$ cat src/rtl/mem_ctrl_pkg.sv
// mem_ctrl_pkg: shared state encoding, defaults and constants for mem_access_ctrl
package mem_ctrl_pkg;
    typedef enum logic [1:0] {
        IDLE    = 2'd0,
        MEM_ACC = 2'd1,
        IP_ACC  = 2'd2,
        DONE    = 2'd3
    } state_t;
    localparam int   MEM_WAIT_DEF = 2;
    localparam int   IP_TMO_DEF   = 64;
    localparam logic RW_READ      = 1'b1;
endpackage

$ cat src/rtl/mem_access_ctrl_wait_cnt.sv
// mem_wait_cnt: loadable up/down counter with zero flag (SRAM wait and IP timeout)
module mem_wait_cnt #(
    parameter int W = 7
) (
    input  logic         clk,
    input  logic         rst,
    input  logic         load,
    input  logic [W-1:0] load_val,
    input  logic         en,
    input  logic         up,
    output logic [W-1:0] cnt,
    output logic         zero
);
    // load takes priority over counting; direction chosen per access type
    always_ff @(posedge clk or posedge rst)
        if (rst)
            cnt <= '0;
        else if (load)
            cnt <= load_val;
        else if (en)
            cnt <= up ? cnt + 1'b1 : cnt - 1'b1;
    assign zero = cnt == '0;
endmodule

$ cat src/rtl/mem_access_ctrl.sv
// mem_access_ctrl: MEM-stage controller for data SRAM and IP port; MEM_IP_TIMEOUT_EN adds IP timeout and ip_err
module mem_access_ctrl
    import mem_ctrl_pkg::*;
#(
    parameter int ADDR_W   = 20,
    parameter int DATA_W   = 32,
    parameter int MEM_WAIT = MEM_WAIT_DEF,
    parameter int IP_TMO   = IP_TMO_DEF
) (
    input  logic              clk,
    input  logic              rst,
    input  logic              req_ena,
    input  logic              req_rw,
    input  logic [ADDR_W-1:0] req_addr,
    input  logic [DATA_W-1:0] req_wdata,
    input  logic              req_ip_write,
    input  logic              req_ip_read,
    output logic              count,
    output logic              busy,
    output logic              mem_cs,
    output logic              mem_we,
    output logic [ADDR_W-1:0] mem_addr,
    output logic [DATA_W-1:0] mem_wdata,
    input  logic [DATA_W-1:0] mem_rdata,
    output logic              ip_wr,
    output logic              ip_rd,
    output logic [ADDR_W-1:0] ip_addr,
    output logic [DATA_W-1:0] ip_wdata,
    input  logic [DATA_W-1:0] ip_rdata,
    input  logic              ip_ready,
    output logic [DATA_W-1:0] rdata_out,
`ifdef MEM_IP_TIMEOUT_EN
    output logic              ip_err,
`endif
    output logic              rdata_valid
);
    localparam int CW = $clog2((IP_TMO > 16 ? IP_TMO : 16) + 1);

    state_t          state;
    logic            rd_q;
    logic [CW-1:0]   cnt;
    logic            cnt_zero;
    logic            cnt_load;
    logic            cnt_en;
    logic            ip_route;
    logic            req_rd;
    logic            tmo;

    assign ip_route    = req_ip_write | req_ip_read;
    assign req_rd      = req_ip_write ? 1'b0 : req_ip_read ? 1'b1 : req_rw == RW_READ;
    assign count       = state == DONE;
    assign busy        = state != IDLE;
    assign rdata_valid = state == DONE && rd_q;

    // counter loads on accept: wait length for SRAM, zero for IP timeout
    always_comb begin
        cnt_load = state == IDLE && req_ena;
        cnt_en   = state == MEM_ACC && !cnt_zero;
`ifdef MEM_IP_TIMEOUT_EN
        cnt_en   = cnt_en || state == IP_ACC;
        tmo      = state == IP_ACC && cnt == CW'(IP_TMO - 1);
`else
        tmo      = 1'b0;
`endif
    end

    mem_wait_cnt #(.W(CW)) u_cnt (
        .clk      (clk),
        .rst      (rst),
        .load     (cnt_load),
        .load_val (ip_route ? '0 : CW'(MEM_WAIT - 1)),
        .en       (cnt_en),
        .up       (state == IP_ACC),
        .cnt      (cnt),
        .zero     (cnt_zero)
    );

    // access FSM with registered strobes, address/data capture and load data latch
    always_ff @(posedge clk or posedge rst)
        if (rst) begin
            state     <= IDLE;
            rd_q      <= 1'b0;
            mem_cs    <= 1'b0;
            mem_we    <= 1'b0;
            mem_addr  <= '0;
            mem_wdata <= '0;
            ip_wr     <= 1'b0;
            ip_rd     <= 1'b0;
            ip_addr   <= '0;
            ip_wdata  <= '0;
            rdata_out <= '0;
`ifdef MEM_IP_TIMEOUT_EN
            ip_err    <= 1'b0;
`endif
        end else begin
            case (state)
                IDLE:
                    if (req_ena) begin
                        rd_q <= req_rd;
                        if (ip_route) begin
                            state    <= IP_ACC;
                            ip_addr  <= req_addr;
                            ip_wdata <= req_wdata;
                            ip_wr    <= req_ip_write;
                            ip_rd    <= ~req_ip_write;
                        end else begin
                            state     <= MEM_ACC;
                            mem_addr  <= req_addr;
                            mem_wdata <= req_wdata;
                            mem_cs    <= 1'b1;
                            mem_we    <= req_rw != RW_READ;
                        end
                    end
                MEM_ACC:
                    if (cnt_zero) begin
                        if (rd_q)
                            rdata_out <= mem_rdata;
                        mem_cs <= 1'b0;
                        mem_we <= 1'b0;
                        state  <= DONE;
                    end
                IP_ACC:
                    if (ip_ready || tmo) begin
                        if (rd_q)
                            rdata_out <= ip_ready ? ip_rdata : '0;
`ifdef MEM_IP_TIMEOUT_EN
                        if (!ip_ready)
                            ip_err <= 1'b1;
`endif
                        ip_wr <= 1'b0;
                        ip_rd <= 1'b0;
                        state <= DONE;
                    end
                default:
                    state <= IDLE;
            endcase
        end
endmodule

$ cat config.mk
export PLATFORM = sky130hd
export DESIGN_NAME = mem_access_ctrl
export DESIGN_NICKNAME = d
export VERILOG_FILES = /design/src/rtl/mem_ctrl_pkg.sv /design/src/rtl/mem_access_ctrl_wait_cnt.sv /design/src/rtl/mem_access_ctrl.sv
export SDC_FILE = /design/constraint.sdc
export NUM_CORES = 1
export LEC_CHECK = 0
export BUFFER_PORTS_ARGS = -buffer_cell sky130_fd_sc_hd__buf_4
export CORE_UTILIZATION = 25
export CTS_CLUSTER_SIZE = 40
export DETAILED_ROUTE_END_ITERATION = 8
export GPL_ROUTABILITY_DRIVEN = 0
export MAX_ROUTING_LAYER = met4
export PLACE_DENSITY = 0.49
export SYNTH_ARGS = -nofsm -noshare
export SYNTH_HDL_FRONTEND = slang
export SYNTH_SLANG_ARGS = --single-unit
$ cat constraint.sdc
create_clock -name clk -period 5.7 [get_ports clk]
set_input_delay 0.285 -clock clk [delete_from_list [all_inputs] [get_ports clk]]
set_output_delay 0.285 -clock clk [all_outputs]
set_load 0.01 [all_outputs]
==> metrics.md, run 1 <==
| Metric | Value |
|---|---|
| Status | complete, but fails checks |
| Failing checks | hold timing |
| EDFF count, synth | 0 |
| Critical Path Most Common Cell | inv_1 |
| Top area cells in the synthesized netlist | dfrtp_1 59%, mux2_2 19%, mux2i_1 5.8% |
| Synth Warn # | 0 |
| Final ANT Viol Nets | 0 |
| Share of cells above drive strength 1 | 56.3% |
| Port Buffer Count | between 200 and 300 |
| Req. time, crit path | between 6 and 7 ns |
| Fmax | around 0.33 GHz |
| Fill count | 2480 |
| Worst IR Drop VDD | 0.269 mV |
| Critical-path cell list | inv_1 > ha_2 > buf_4 > inv_1 > ha_1 > and2_1 > a221oi_1 > a2bb2oi_1 > nor4_1 > a211o_1 |
| Critical R2R Capture | u_cnt.cnt[5]$_DFFE_PP0P_ |
| Post-Syn Area | 6340 sq um |
| Clock slew at reported path FFs | 0.07 ns |
| Worst slew pin tran | around 0.89 ns |
| Synth top area share | between 50 and 60% |
| Final WS setup | 2.65 ns |
| Area leader, netlist | dfrtp_1 |
| Synth Instances | around 470 |
| Max stage delay on crit path | roughly 0.46 ns |
| Syn Nets | between 600 and 700 |
| Slew headroom | 40.1% |
| Count leader, synth | dfrtp_1 |
| Setup Buffers After CTS | 0 |
| Pre-CTS WS | between 2 and 3 ns |
| FF-to-FF path depth | 10 |
| Via/cell ratio | 4.34 |
| Largest net degree at the start of global routing | approximately 90 |
| Total track usage | between 10% and 20% |
| Iter 0 DRT Violations | 147 |
| Final worst-path cycle share | between 50% and 60% |
| Kind of critical path | reg -> reg |
| # IOs | between 200 and 300 |
| Critical path capture point type | flip-flop |
| Total wire length | roughly 17000 um |
| Site Rows | 57 |
| GRT overflow | 0 |
| Vias in the first global route | between 4000 and 5000 |
| Setup repair after global routing missed its margin | no |
| DP HPWL | roughly 12000 um |
| Final slew viol count | 0 |
| Drc violations | 0 |
| Number of detailed-route iterations in the first pass | 4 |
| Synth Flop Type | dfrtp_1 |
| Sequential area share after synthesis | between 50 and 60% |
| Most instantiated cells after synthesis | 150 x dfrtp_1, 106 x mux2_2, 45 x nor2_1 |
| Max stage delay cell, worst path | buf_4 |
| Final setup vio count | 0 |
| Clk_lat worst skew | 0.43 ns |
| Distinct cell type count after synthesis | 34 |
| Initial Utilization | around a quarter |
| Flop2flop setup slack | between 2 and 3 ns |
| Die X-Extent | 161 um |
| Syn avg cell area | around 14 sq um |
| H-tree depth | 4 |
| WL/cell | around 16 um |
| Max clock buf depth | 2 |
| Cts hold-fix bufs | 0 |
| Die ar. | between 20000 and 30000 sq um |
| Setup TNS | 0 ns |
| Minimum clock period | between 3 and 4 ns |
| Root cell of the clock tree | clkbuf_16 |
| Hold_ws | -0.00457 ns |
| Area added between synthesis and finish | 45.8% |
| Initial antenna violation count | 0 |
| Async set-reset flop share out of synthesis | 100% |
| Max-cap violation count | 0 |
| CTS Buf Count | 17 |
| #FFs+latches synth | 150 |
| Core area | roughly 25000 sq um |
| Post-cts repair resize count | 0 |
| Worst setup SP type | flip-flop |
| CTS tree | built |
| Die H | around 160 um |
| Layout Skew | between 0.01 and 0.015 ns |
| Final #Nets | a little under 900 |
| Worst-path fanout max | 37 |
| Pleak | 4.35 nW |
| Reg-to-Reg Start | state[0]$_DFFE_PP0P_ |
| Pwr dens | 593 nW/um^2 |
| Vias | 4658 |
| # diodes | 0 |
| First-pass GRT wire length | 26400 um |
| Clk sinks | 150 |
| Arr. time, crit path | between 3 and 4 ns |
| Final hold violation count | 2 |
| Class of the worst hold path | in -> async |
-- cell families (layout without fill, tap and decap cells) --
kind of cell | count (synthesis) | in the layout | synth area share (%)
adder cells (fa/ha/maj) | 11 | 11 | 2.17
multiplexers | 143 | 143 | 24.7
XOR/XNOR | 4 | 4 | 0.553
flip-flops | 150 | 150 | 59.2
buffers and inverters | 29 | 310 | 2.45
AO/OA/AOI/OAI | 56 | 56 | 5.59
AND/OR/NAND/NOR | 75 | 75 | 5.33
-- layout by cell type (no fill, tap or decap), types with 3 or more instances in the layout --
cell / synthesis / routed
a21oi_2: 8 / 8
nand2_1: 12 / 10
inv_6: 0 / 7
inv_8: 0 / 4
o21ai_0: 6 / 6
xnor2_1: 4 / 4
dfrtp_1: 150 / 150
o31ai_1: 3 / 3
mux2i_1: 37 / 37
inv_1: 7 / 6
clkbuf_16: 0 / 17
and2_1: 3 / 3
nor2_1: 45 / 45
nor3_1: 3 / 3
ha_1: 11 / 10
a21oi_1: 30 / 30
mux2_2: 106 / 106
buf_4: 2 / 271
-- critical path: cells and delay by family (launching register included) --
family / cells / cell delay, ns
DFF: 1 / 0.42
adders and majority gates: 2 / 0.51
and+or+nand+nor: 2 / 0.23
AOI/OAI and AO/OA: 3 / 0.91
buffers and inverters: 3 / 0.86
-- flip-flops by register name, summed over array words and instances, names as in the netlist, 2 cells and up --
signal and count:
mem_addr 20, u_cnt.cnt 7, mem_wdata 32, state 2, ip_wdata 32, rdata_out 32, ip_addr 20
-- layer usage --
metal / vias to the layer above / track usage [%] / share of wire, %
met1: 2336 / 14.7 / 39
met2: 131 / 24.4 / 55
met4: 0 / 4.63 / 1.3
met5: - / - / 0
met3: 17 / 3.39 / 4.9
li1: 2174 / - / -
-- how the worst max path moves through the flow --
stage	start	depth (start not counted)	endpoint
final	state[0]$_DFFE_PP0P_	10	u_cnt.cnt[5]$_DFFE_PP0P_
after CTS	state[0]$_DFFE_PP0P_	10	u_cnt.cnt[5]$_DFFE_PP0P_
after global routing	state[0]$_DFFE_PP0P_	10	u_cnt.cnt[5]$_DFFE_PP0P_
after floorplan	rst	1	ip_addr[0]$_DFFE_PP0P_
after global placement	state[0]$_DFFE_PP0P_	10	u_cnt.cnt[5]$_DFFE_PP0P_
after detailed placement	state[0]$_DFFE_PP0P_	10	u_cnt.cnt[5]$_DFFE_PP0P_
-- stage by stage --
step	instance area [sq um]	hold WS, ns	std cells	util (%)	power (mW)
finish	9240	-0.00457	1073	37.6	5.48
global route	9240	0.0666	1073	37.6	5.85
CTS	9240	0.0557	1073	37.6	5.58
detailed placement	8660	0.493	1041	35.2	4.44
global placement	8660	0.489	1041	35.2	4.37
floorplan	6340	0.382	468	-	3.26
-- report_power, final --
group | leakage [nW] | internal, mW | switching [mW] | total (mW)
logic | 2.30 | 1.33 | 1.14 | 2.47
registers | 1.77 | 1.60 | 0.303 | 1.90
clock network | 0.279 | 0.585 | 0.521 | 1.11
-- area by class of cell --
cell class | count | area [sq um] | area share, %
clock inverters | 15 | 154 | 1.67
well taps | 324 | 405 | 4.39
flip-flops and latches | 150 | 3750 | 40.6
clock buffers | 17 | 425 | 4.60
inverters | 7 | 31.3 | 0.339
repair buffers | 271 | 2030 | 22.0
multi-input cells | 289 | 2440 | 26.4
(Power assumes the default switching activity.)
==> inputs of run 2 (changes only) <==
--- a/config.mk
+++ b/config.mk
@@ -5,13 +5,14 @@
 export SDC_FILE = /design/constraint.sdc
 export NUM_CORES = 1
 export LEC_CHECK = 0
+export ABC_AREA = 1
 export BUFFER_PORTS_ARGS = -buffer_cell sky130_fd_sc_hd__buf_4
 export CORE_UTILIZATION = 25
 export CTS_CLUSTER_SIZE = 40
 export DETAILED_ROUTE_END_ITERATION = 8
 export GPL_ROUTABILITY_DRIVEN = 0
 export MAX_ROUTING_LAYER = met4
-export PLACE_DENSITY = 0.49
+export PLACE_DENSITY = 0.51
 export SYNTH_ARGS = -nofsm -noshare
 export SYNTH_HDL_FRONTEND = slang
 export SYNTH_SLANG_ARGS = --single-unit
==> constraint.sdc (replaced) <==
create_clock -name clk -period 2.44 [get_ports clk]
set_input_delay 0.122 -clock clk [delete_from_list [all_inputs] [get_ports clk]]
set_output_delay 0.122 -clock clk [all_outputs]
set_load 0.01 [all_outputs]
==> metrics.md, run 2 <==
| Metric | Value |
|---|---|
| Final setup vio count | 0 |
| Critical path capture point type | flip-flop |
| Total wire length | between 20000 and 25000 um |
| Complex-gate fraction of the synthesized area | 9.94% |
| Largest registers | ip_wdata (32), mem_wdata (32), rdata_out (32) |
| Max stage delay on crit path | 0.40 ns |
| Fill count | approximately 2600 |
| Synth Warn # | 0 |
| Die H | 164 um |
| Largest family of logic cells by synthesized area | simple AND/OR/NAND/NOR gates |
| Final WS setup | around 0.25 ns |
| Site Rows | 58 |
| Worst IR Drop VDD | 0.504 mV |
| Initial antenna violation count | 0 |
| Slew headroom | 49.3% |
| Root cell of the clock tree | clkbuf_16 |
| Clk_lat worst skew | approximately 0.42 ns |
| Clk sinks | 150 |
| Die ar. | between 20000 and 30000 sq um |
| #FFs+latches synth | 150 |
| Synth top area share | between 50% and 60% |
| Count leader, synth | nand2_1 |
| Final slew viol count | 0 |
| Synth Area in Adders | under 10% |
| CTS Buf Count | 17 |
| Kind of critical path | reg -> reg |
| Die X-Extent | approximately 160 um |
| Final #Nets | between 1000 and 1500 |
| Synth Area in Simple Gates | 22.7% |
| Fmax | between 0.4 and 0.5 GHz |
| EDFF count, synth | 0 |
| Syn Nets | 910 |
| Port Buffer Count | around 270 |
| Most instantiated cells after synthesis | 309 x nand2_1, 150 x dfrtp_1, 102 x o21ai_0 |
| Status | complete, no violations |
| Initial Utilization | roughly a quarter |
| Max stage delay cell, worst path | dfrtp_1 |
| Storage cell area | between 3000 and 4000 sq um |
| Sequential area share after synthesis | a little under three fifths |
| Power, Total | ~13 mW |
| Largest net degree at the start of global routing | 59 |
| Class of the worst hold path | in -> reg |
| # diodes | 0 |
| Setup repair after global routing missed its margin | no |
| Most frequent cells in the layout | 308 x nand2_1, 277 x buf_4, 150 x dfrtp_1, 102 x o21ai_0, 75 x inv_1 |
| Setup TNS | 0 ns |
| Req. time, crit path | between 2 and 3 ns |
| Drc violations | 0 |
| Post-Syn Area | about 6500 sq um |
| Clock slew at reported path FFs | 0.07 ns |
| Most common cell after layout, fill and taps aside | nand2_1 |
| Final ANT Viol Nets | 0 |
| Vias | 6015 |
| FF-to-FF path depth | 12 |
| Synth Instances | 776 |
| Area added between synthesis and finish | 53.8% |
| Multi-input logic area | around 2300 sq um |
| Total track usage | 15.6% |
| Max clock buf depth | 2 |
| Vias in the first global route | about 6000 |
| Hold Path Cell Cnt | 3 |
| First-pass GRT wire length | between 30000 and 40000 um |
| Layout Skew | ~0.012 ns |
| Async set-reset flop share out of synthesis | 100% |
| Via/cell ratio | between 4 and 5 |
| H-tree depth | 4 |
| Critical Path Most Common Cell | nand2_1 |
| Final worst-path cycle share | between 80% and 90% |
| CTS tree | built |
| Share of cells above drive strength 1 | approximately 30% |
| Synth Flop Type | dfrtp_1 |
| Syn avg cell area | about 8.4 sq um |
| Worst slew pin tran | between 0.7 and 0.8 ns |
| Core area | between 20000 and 30000 sq um |
| Arr. time, crit path | between 2 and 3 ns |
| Minimum clock period | between 2 and 2.5 ns |
| GRT overflow | 0 |
| Pre-CTS WS | -0.149 ns |
| Number of detailed-route iterations in the first pass | 5 |
| WL/cell | approximately 14 um |
| Worst-path fanout max | 35 |
| Hold_ws | 0.0236 ns |
| Critical-path cell list | inv_1 > ha_1 > buf_4 > nand2_1 > nand2_1 > ha_1 > o21bai_1 > nand3_1 > nand2_1 > nand2_1 > nand3_1 > nand2_1 |
| Final hold violation count | 0 |
| XOR/XNOR share of the synthesized area | 0.268% |
| Distinct cell type count after synthesis | 28 |
| Area leader, netlist | dfrtp_1 |
| # IOs | approximately 270 |
| Max-cap violation count | 0 |
| DP HPWL | between 10000 and 15000 um |
| Worst setup SP type | flip-flop |
| Pwr dens | between 1000 and 1500 nW/um^2 |
| Top area cells in the synthesized netlist | dfrtp_1 57%, nand2_1 18%, o21ai_0 7.8% |
| Pleak | approximately 5.5 nW |
| Iter 0 DRT Violations | about 340 |
| Mux contribution to synthesized area | 0% |
run 2: repair_timing:
item | CTS | global route
setup endpoints to repair | 32 | 32
resized for setup | 0 | 0
hold endpoints to repair | 130 | 0
buffers inserted | 0 | 2
cloned | 1 | 0
hold buffers | 55 | 0
run 2: cells by family after synthesis:
group,count (synthesis)
and+or+nand+nor,371
DFF,150
AOI/OAI and AO/OA,125
buffers and inverters,117
adders and majority gates,11
xor gates and xnor gates,2
run 2: worst paths after layout:
check	from	to	slack (ns)
worst max-delay path	state[0]$_DFFE_PP0P_	u_cnt.cnt[4]$_DFFE_PP0P_	0.25
worst min-delay path	req_addr[6]	mem_addr[6]$_DFFE_PP0P_	0.02
worst max register to register	state[0]$_DFFE_PP0P_	u_cnt.cnt[4]$_DFFE_PP0P_	0.25
worst min register to register	rdata_out[3]$_DFFE_PP0P_	rdata_out[3]$_DFFE_PP0P_	0.47
max in group asynchronous	rst	ip_addr[9]$_DFFE_PP0P_	1.39
min in group asynchronous	rst	mem_wdata[24]$_DFFE_PP0P_	0.37
run 2: power by group:
group / switching, mW / internal (mW) / total [mW]
logic: 3.22 / 2.61 / 5.84
clock network: 1.18 / 1.45 / 2.63
registers: 0.675 / 3.67 / 4.34
run 2: layout make-up:
cell class | instances | share of cell area (%)
Sequential cell | 150 | 37.3
Tap cell | 330 | 4.10
Inverter | 78 | 3.00
Multi-Input combinational cell | 510 | 22.9
Clock inverter | 15 | 1.54
Timing Repair Buffer | 336 | 26.9
Clock buffer | 17 | 4.23
run 2: per-layer routing:
metal  track usage (%)  routed length, um  up-vias
li1                  -                  -     3069
met1              19.0               8830     2795
met2              26.8              10300      138
met3              2.53                718       13
met4              4.17                231        0
met5                 -                  0        -
run 2: worst max-delay path: cells and delay by family, from the launching register on:
kind / cells / cell delay (ns)
compound gates: 1 / 0.17
fa+ha+maj: 2 / 0.39
buf+inv: 2 / 0.51
flops: 1 / 0.40
simple gates: 7 / 0.61
run 2: metrics by stage:
stage                     instance area, sq um  instances  util (%)
after floorplan                           6550        776         -
after global placement                    8910       1346      35.1
after detailed placement                  8910       1346      35.1
after CTS                                10100       1434      39.6
after global routing                     10100       1436      39.6
final                                    10100       1436      39.6
